==> src/rtl/mul_rr_sched_pkg.sv <==
// Shared types and defaults for the round-robin multiplier scheduler.
// Optional build macro MUL_SWAP_EN is consumed by mul_rr_sched.
package mul_sched_pkg;

    localparam int unsigned NumReqDef = 4;
    localparam int unsigned DataWDef  = 16;

    typedef enum logic [2:0] {
        StIdle,
        StLoadA,
        StLoadB,
        StMul,
        StDone
    } state_e;

endpackage

==> src/rtl/mul_rr_sched_if.sv <==
// Requester bus plus datapath control bus of the shared multiplier.
// master = scheduler side, slave = requesters and datapath side.
interface mul_rr_sched_if #(
    parameter int unsigned NUM_REQ = 4,
    parameter int unsigned DATA_W  = 16
);
    localparam int unsigned ID_W = $clog2(NUM_REQ);

    logic [NUM_REQ-1:0]        req;
    logic [NUM_REQ*DATA_W-1:0] req_a;
    logic [NUM_REQ*DATA_W-1:0] req_b;
    logic [NUM_REQ-1:0]        gnt;
    logic                      busy;
    logic                      rsp_valid;
    logic [ID_W-1:0]           rsp_id;
    logic [DATA_W-1:0]         rsp_data;

    logic [DATA_W-1:0]         dp_data;
    logic                      LdA;
    logic                      LdB;
    logic                      LdP;
    logic                      clrP;
    logic                      decB;
    logic                      eqz;
    logic [DATA_W-1:0]         dp_y;

    modport master (
        input  req, req_a, req_b, eqz, dp_y,
        output gnt, busy, rsp_valid, rsp_id, rsp_data,
        output dp_data, LdA, LdB, LdP, clrP, decB
    );

    modport slave (
        output req, req_a, req_b, eqz, dp_y,
        input  gnt, busy, rsp_valid, rsp_id, rsp_data,
        input  dp_data, LdA, LdB, LdP, clrP, decB
    );

endinterface

==> src/rtl/mul_rr_sched_rr_arbiter.sv <==
// Combinational round-robin pick: first set request after ptr_i, wrapping.
module rr_arbiter #(
    parameter int unsigned NUM_REQ = 4,
    parameter int unsigned ID_W    = $clog2(NUM_REQ)
) (
    input  logic [NUM_REQ-1:0] req_i,
    input  logic [ID_W-1:0]    ptr_i,
    output logic [NUM_REQ-1:0] gnt_o,
    output logic [ID_W-1:0]    idx_o,
    output logic               valid_o
);

    int unsigned     cand;
    logic [ID_W-1:0] cand_idx;

    always_comb begin
        gnt_o    = '0;
        idx_o    = '0;
        valid_o  = 1'b0;
        cand     = 0;
        cand_idx = '0;
        for (int unsigned i = 0; i < NUM_REQ; i++) begin
            cand     = (32'(ptr_i) + 32'd1 + i) % NUM_REQ;
            cand_idx = ID_W'(cand);
            if (!valid_o && req_i[cand_idx]) begin
                valid_o         = 1'b1;
                idx_o           = cand_idx;
                gnt_o[cand_idx] = 1'b1;
            end
        end
    end

endmodule

==> src/rtl/mul_rr_sched.sv <==
// Round-robin scheduler sharing one repeated-addition multiplier datapath.
// Define MUL_SWAP_EN to load the smaller operand into B (fewer iterations).
module mul_rr_sched
    import mul_sched_pkg::*;
#(
    parameter int unsigned NUM_REQ = NumReqDef,
    parameter int unsigned DATA_W  = DataWDef
) (
    input  logic           clk,
    input  logic           reset_n,
    mul_rr_sched_if.master bus
);

    localparam int unsigned ID_W = $clog2(NUM_REQ);

    state_e              state_q, state_d;
    logic [ID_W-1:0]     ptr_q;
    logic [ID_W-1:0]     id_q;
    logic [DATA_W-1:0]   a_q;
    logic [DATA_W-1:0]   b_q;
    logic [ID_W-1:0]     rsp_id_q;
    logic [DATA_W-1:0]   rsp_data_q;

    logic [NUM_REQ-1:0]  arb_gnt;
    logic [ID_W-1:0]     arb_idx;
    logic                arb_valid;
    logic                accept;
    logic [DATA_W-1:0]   sel_a, sel_b;
    logic [DATA_W-1:0]   lat_a, lat_b;

    logic [NUM_REQ-1:0]  gnt;
    logic [DATA_W-1:0]   dp_data;
    logic                ld_a, ld_b, ld_p, clr_p, dec_b;

    rr_arbiter #(
        .NUM_REQ (NUM_REQ),
        .ID_W    (ID_W)
    ) u_arb (
        .req_i   (bus.req),
        .ptr_i   (ptr_q),
        .gnt_o   (arb_gnt),
        .idx_o   (arb_idx),
        .valid_o (arb_valid)
    );

    assign sel_a = bus.req_a[arb_idx*DATA_W +: DATA_W];
    assign sel_b = bus.req_b[arb_idx*DATA_W +: DATA_W];

    always_comb begin
        lat_a = sel_a;
        lat_b = sel_b;
`ifdef MUL_SWAP_EN
        if (sel_b > sel_a) begin
            lat_a = sel_b;
            lat_b = sel_a;
        end
`endif
    end

    // Requests are only looked at in IDLE; gnt stays quiet while reset is held.
    assign accept = (state_q == StIdle) && arb_valid;

    always_comb begin
        state_d = state_q;
        gnt     = '0;
        dp_data = '0;
        ld_a    = 1'b0;
        ld_b    = 1'b0;
        ld_p    = 1'b0;
        clr_p   = 1'b0;
        dec_b   = 1'b0;
        unique case (state_q)
            StIdle: begin
                if (arb_valid) begin
                    gnt     = reset_n ? arb_gnt : '0;
                    state_d = StLoadA;
                end
            end
            StLoadA: begin
                dp_data = a_q;
                ld_a    = 1'b1;
                state_d = StLoadB;
            end
            StLoadB: begin
                dp_data = b_q;
                ld_b    = 1'b1;
                clr_p   = 1'b1;
                state_d = StMul;
            end
            StMul: begin
                if (bus.eqz) begin
                    state_d = StDone;
                end else begin
                    ld_p  = 1'b1;
                    dec_b = 1'b1;
                end
            end
            StDone: begin
                state_d = StIdle;
            end
            default: state_d = StIdle;
        endcase
    end

    always_ff @(posedge clk or negedge reset_n) begin
        if (!reset_n) begin
            state_q    <= StIdle;
            ptr_q      <= ID_W'(NUM_REQ - 1);
            id_q       <= '0;
            a_q        <= '0;
            b_q        <= '0;
            rsp_id_q   <= '0;
            rsp_data_q <= '0;
        end else begin
            state_q <= state_d;
            if (accept) begin
                a_q   <= lat_a;
                b_q   <= lat_b;
                id_q  <= arb_idx;
                ptr_q <= arb_idx;
            end
            // Capture Y on the cycle B reaches zero; it is stable from here on.
            if (state_q == StMul && bus.eqz) begin
                rsp_data_q <= bus.dp_y;
                rsp_id_q   <= id_q;
            end
        end
    end

    assign bus.gnt       = gnt;
    assign bus.busy      = (state_q != StIdle);
    assign bus.rsp_valid = (state_q == StDone);
    assign bus.rsp_id    = rsp_id_q;
    assign bus.rsp_data  = rsp_data_q;
    assign bus.dp_data   = dp_data;
    assign bus.LdA       = ld_a;
    assign bus.LdB       = ld_b;
    assign bus.LdP       = ld_p;
    assign bus.clrP      = clr_p;
    assign bus.decB      = dec_b;

endmodule

==> src/flat_wrapper.sv <==
// flat-port wrapper written by rule: the top's interface ports become plain ports
module mul_rr_sched_flat import mul_sched_pkg::*;
#(
    parameter int unsigned NUM_REQ = NumReqDef,
    parameter int unsigned DATA_W  = DataWDef
)
  (clk, reset_n, bus_req, bus_req_a, bus_req_b, bus_eqz, bus_dp_y, bus_gnt, bus_busy, bus_rsp_valid, bus_rsp_id, bus_rsp_data, bus_dp_data, bus_LdA, bus_LdB, bus_LdP, bus_clrP, bus_decB);
  mul_rr_sched_if #(.NUM_REQ(NUM_REQ), .DATA_W(DATA_W)) bus_i ();
  input  logic clk;
  input  logic reset_n;
  input wire logic [$bits(bus_i.req)-1:0] bus_req;
  input wire logic [$bits(bus_i.req_a)-1:0] bus_req_a;
  input wire logic [$bits(bus_i.req_b)-1:0] bus_req_b;
  input wire logic [$bits(bus_i.eqz)-1:0] bus_eqz;
  input wire logic [$bits(bus_i.dp_y)-1:0] bus_dp_y;
  output wire logic [$bits(bus_i.gnt)-1:0] bus_gnt;
  output wire logic [$bits(bus_i.busy)-1:0] bus_busy;
  output wire logic [$bits(bus_i.rsp_valid)-1:0] bus_rsp_valid;
  output wire logic [$bits(bus_i.rsp_id)-1:0] bus_rsp_id;
  output wire logic [$bits(bus_i.rsp_data)-1:0] bus_rsp_data;
  output wire logic [$bits(bus_i.dp_data)-1:0] bus_dp_data;
  output wire logic [$bits(bus_i.LdA)-1:0] bus_LdA;
  output wire logic [$bits(bus_i.LdB)-1:0] bus_LdB;
  output wire logic [$bits(bus_i.LdP)-1:0] bus_LdP;
  output wire logic [$bits(bus_i.clrP)-1:0] bus_clrP;
  output wire logic [$bits(bus_i.decB)-1:0] bus_decB;
  assign bus_i.req = bus_req;
  assign bus_i.req_a = bus_req_a;
  assign bus_i.req_b = bus_req_b;
  assign bus_i.eqz = bus_eqz;
  assign bus_i.dp_y = bus_dp_y;
  assign bus_gnt = bus_i.gnt;
  assign bus_busy = bus_i.busy;
  assign bus_rsp_valid = bus_i.rsp_valid;
  assign bus_rsp_id = bus_i.rsp_id;
  assign bus_rsp_data = bus_i.rsp_data;
  assign bus_dp_data = bus_i.dp_data;
  assign bus_LdA = bus_i.LdA;
  assign bus_LdB = bus_i.LdB;
  assign bus_LdP = bus_i.LdP;
  assign bus_clrP = bus_i.clrP;
  assign bus_decB = bus_i.decB;
  mul_rr_sched #(.NUM_REQ(NUM_REQ), .DATA_W(DATA_W)) u_core (.clk(clk), .reset_n(reset_n), .bus(bus_i));
endmodule
==> config.mk <==
export PLATFORM = sky130hd
export DESIGN_NAME = mul_rr_sched_flat
export DESIGN_NICKNAME = d
export VERILOG_FILES = /design/src/rtl/mul_rr_sched_pkg.sv /design/src/rtl/mul_rr_sched_if.sv /design/src/rtl/mul_rr_sched_rr_arbiter.sv /design/src/rtl/mul_rr_sched.sv /design/src/flat_wrapper.sv
export SDC_FILE = /design/constraint.sdc
export NUM_CORES = 1
export LEC_CHECK = 0
export CAP_MARGIN = 30
export CORE_ASPECT_RATIO = 1.2
export CORE_UTILIZATION = 30
export CTS_CLUSTER_DIAMETER = 50
export DETAILED_ROUTE_END_ITERATION = 6
export PLACE_DENSITY = 0.72
export SYNTH_ARGS = -nofsm -noshare
export SYNTH_HDL_FRONTEND = slang
export SYNTH_SLANG_ARGS = --single-unit
==> constraint.sdc <==
create_clock -name clk -period 3.6 [get_ports clk]
set_clock_uncertainty 0.1 [all_clocks]
set_input_delay 0.54 -clock clk [delete_from_list [all_inputs] [get_ports clk]]
set_output_delay 0.54 -clock clk [all_outputs]
set_load 0.1 [all_outputs]
### Word level (Yosys, flattened, before mapping)

Index checks and enable logic that the tools add are counted.

* register bits after elaboration: 57
* bits in latches: 0
* RAM bits: 0
* ROM bits: 0
* input bits: 151
* output and inout bits: 45
* memories kept: 0

* $add $sub $neg: 4
* $mul: 0
* divide/modulo/power cells: 0
* magnitude comparators: 8
* eq/ne operators: 6
* shifts and indexed selects: 2
* multiplexer cells: 39
* bitwise operators: 3
* reductions and logical operators: 15

Operators by type and width (count)
* $shiftx A64 B7 Y16: 2
* $pmux W16 S2: 1
* $mux W4: 7
* $mux W1: 16
* $lt A2 B3 Y1 const B: 4
* $or A4 B4 Y4: 3
* $pmux W3 S4: 1
* $logic_and A1 B1 Y1: 9
* $bmux W1 S2: 4
* $demux W1 S2: 4
* $ge A2 B1 Y1 const B: 4
* $mux W2: 4
* $eq A3 B2 Y1 const B: 2
* $mux W3: 2
* $add A2 B1 Y2 const B: 2
* $add A2 B2 Y2 const B: 2
* $eq A3 B1 Y1 const B: 1
* $eq A3 B3 Y1 const B: 1
* $logic_not A1 Y1: 3
* $logic_not A3 Y1: 1
* $reduce_bool A3 Y1: 1
* $ne A2 B1 Y1 const B: 1
* $ne A2 B2 Y1 const B: 1
* $reduce_and A2 Y1: 1

### Depth between registers and ports, before layout

* depth in word-level cells: 16
* mapped depth: 11

### Modules after synthesis

From an unflattened synthesis, not the netlist that was laid out.

* cells, all modules: 278
* area total of the unflattened synthesis: 3967.6 sq um

Modules (own cells, without submodules)
* mul_rr_sched: instances 1, cells an instance 196, area an instance 3334.4 sq um
* rr_arbiter: instances 1, cells an instance 82, area an instance 633.1 sq um

### Worst setup path before layout

OpenSTA, ideal clock, no wires.

* path type: register -> output
* start: reg u_core.ptr_q[0]
* end: out bus_gnt[1]
* arrival time: 3570 ps
* slack: -610 ps
* stages on the path, launching flop included: 10
* buffers on the path: 1
* path through: dfstp_2 buf_6 inv_1 ha_1 nor2_1 mux2i_2 nor3_1 a221o_1 o21ai_0 a21oi_1

* word-level cells in the longest chain between the ends: 16
* elaborated cells between the ends (all ways): 52
* classes of those cells: add/sub: 4; order compare: 8; mux: 27; bitwise: 3; reduce/logical: 10

RTL lines
* start, declared: RTL line mul_rr_sched.sv:17 `logic [ID_W-1:0] ptr_q;`
* start signal, assigned: RTL line mul_rr_sched.sv:108 `ptr_q <= ID_W'(NUM_REQ - 1);`
* start signal, assigned: RTL line mul_rr_sched.sv:120 `ptr_q <= arb_idx;`
* $add A2 B1 Y2 (*): RTL line mul_rr_sched_rr_arbiter.sv:23 `cand = (32'(ptr_i) + 32'd1 + i) % NUM_REQ;`
* branches (longest 13 deep; another with $lt A2 B3 Y1)
* $mux W4 (*): RTL line mul_rr_sched.sv:74 `if (arb_valid) begin`
* $mux W4 (*): RTL line mul_rr_sched.sv:72 `unique case (state_q)`
* end, declared: RTL line flat_wrapper.sv:16 `output wire logic [$bits(bus_i.gnt)-1:0] bus_gnt;`

Every way passes the cells marked *. The select of a mux whose other input is x is not followed.

### Worst setup path after layout

* start: reg u_core.ptr_q[0]
* end: out bus_gnt[2]

Same word-level chain as after synthesis.

==> metrics.cfg <==
[outcome]
status = finished clean

[die]
core.rowCount = 43
fp.coreArea_sq_mm = 0.0117
dieHeight_microns = 123
die_x_microns = 103
die_area_sq_mm = 0.0127
pin_count = 196
initial_core_util = 0.314

[global_routing]
track_usage = 0.200
grt_pass1_vias = 3967
antenna_found_initial = 0
grt_overflow = 0
grt_start_max_net_pins = 58
grt_pass1_wl_microns = 19300

[sta]
max_freq_ghz = 0.294
slew_violations = 0
period_minus_slack_ns = 3.40
worst_slew_pin_slew_ns = 0.994
maxSlewHeadroom = 0.336
grt_setup_unrepaired = no
hold_viol_final = 0
hold_slack_ns = 0.300
fin_crit_sh = 0.944
setup_violations = 0

[cells_and_area]
fill_cells = 1137
diodes = 0
nNetsFinal = 756
final_area_sq_mm = 0.00608
fin_cells = 759
area_growth_pct = 65.3
drive_gt1_frac = 0.123

[placement]
place_inst = 743
gp_congestion = 0.823
dp.final_hpwl_microns = 9300
io_buffer_count = 195
placed_area_sq_mm = 0.00575

[routing]
wl_microns = 12300
drc = 0
vias = 3912
first_pass_iters = 4
wl_per_cell_microns = 16.2
ant_nets = 0
drt_iter0_markers = 126
viasPerCell = 5.15

[clock_network]
clk_pin_slew_ns = 0.05
cts_buffer_depth = 2
cts_buffers = 9
cts-root-buf = clkbuf_16
cts_sinks = 57
cts_setup_buffers = 0
htreeDepth = 3
cts_tree = yes
clk_latency_ns = 0.32

[synthesis]
ys_top_cells_by_count = nand2_1 (92), a21oi_1 (71), dfrtp_1 (55), mux2i_1 (35), o221ai_1 (33)
yosysMostFrequentCell = nand2_1
yosysSeqAreaShare = 0.388
synthesis.area_sq_mm = 0.00368
yosysWarningCount = 0
synth_area_leaders = dfrtp_1 (37%), a21oi_1 (9.7%), mux2i_1 (9.5%), nand2_1 (9.4%), o221ai_1 (7.9%)
ys.flop_type = dfrtp_1
syn_nets = 569
ys_seq_elements = 57
synth_edf_count = 0
yosys.area.top_type = dfrtp_1
post_synth_num_cell_types = 44
syn_inst = 410
synthArstFlopShare = 1.00
syn_area_per_cell_sq_um = 8.97
synth_top_area_frac = 0.374

[setup_path]
cp.required_ns = 2.96
critPathKind = flip-flop to primary output
arrival_ns = 2.76
cp_max_fo = 8
end_kind = primary output
start_kind = flip-flop

[flow_run]
maxCapViolCount = 0

[hold_path]
min_path_type = input pin to asynchronous set/reset pin

## routing by layer
metal / vias up / track usage / part of all wire
li1: 1885 / - / -
met1: 1864 / 0.238 / 0.40
met2: 146 / 0.352 / 0.52
met3: 17 / 0.0356 / 0.058
met4: 0 / 0.0836 / 0.020
met5: - / 0 / 0
## cells in the final DEF (no fill, tap or decap), drive strengths merged, types with 3 or more instances in the layout
master	instances
clkdlybuf4s50	168
nor3b	3
nor2	14
clkbuf	14
a22oi	5
nand2	92
o21ai	4
ha	8
o221ai	33
a21o	3
buf	40
mux2i	37
a21oi	71
nor3	3
dfrtp	55
inv	4
a22o	18
## flip-flops by register name (all words and copies together), names as in the netlist
register / flops
u_core.ptr_q: 2
u_core.state_q: 3
u_core.bus.rsp_id: 2
u_core.id_q: 2
u_core.a_q: 16
u_core.bus.rsp_data: 16
u_core.b_q: 16
## cell families after synthesis
| kind of cell | after synthesis | share of synthesized area |
|---|---|---|
| fa+ha+maj | 8 | 0.0272 |
| flops | 57 | 0.388 |
| mux | 39 | 0.109 |
| simple gates | 122 | 0.138 |
| buf+inv | 37 | 0.0629 |
| compound gates | 147 | 0.274 |
## final cells by class
class	instances	area (sq um)	share of cell area
Multi-Input combinational cell	316	2090	0.343
Timing Repair Buffer	208	2040	0.336
Sequential cell	57	1430	0.235
Clock buffer	14	274	0.0451
Tap cell	157	196	0.0323
Clock inverter	2	35.0	0.00576
Inverter	5	18.8	0.00309
## worst paths after layout
path | startpoint | slack, ns | end | cells past startpoint
max | u_core.ptr_q[0] | 0.20 | bus_gnt[2] | 9
min | reset_n | 0.30 | u_core.bus.rsp_data[12] | 2
max reg2reg | u_core.ptr_q[0] | 0.44 | u_core.b_q[13] | 9
min reg2reg | u_core.id_q[0] | 0.37 | u_core.bus.rsp_id[0] | 2
max in group asynchronous | reset_n | 2.62 | u_core.a_q[9] | 2
min in group clk | u_core.id_q[0] | 0.37 | u_core.bus.rsp_id[0] | 2
## stage by stage
step                utilization  setup WS, ns   TNS, ns
finish                    0.518         0.201         0
global route              0.518       0.00922         0
detailed placement        0.490         0.143         0
floorplan                     -      -0.00939  -0.00939
CTS                       0.516        0.0451         0
global placement          0.490         0.281         0
## timing repair
| action | 4_1_cts | 5_1_grt |
|---|---|---|
| setup endpoints to repair | 0 | 4 |
| hold buffers | 0 | 0 |
| gates resized for setup | 0 | 5 |
| hold endpoints to repair | 0 | 0 |
## worst max-delay path, cell delays in order, from the launching register on
cell and delay (ns):
dfstp_2 0.52, inv_1 0.12, ha_1 0.30, nor2_2 0.26, mux2i_4 0.39, nor3_2 0.13, a221o_1 0.30, o21ai_0 0.15
a21oi_4 0.11, buf_12 0.17
Power is left out: the tool's default activity adds up to more than one toggle a clock period on the data nets, which glitch-free logic cannot reach.
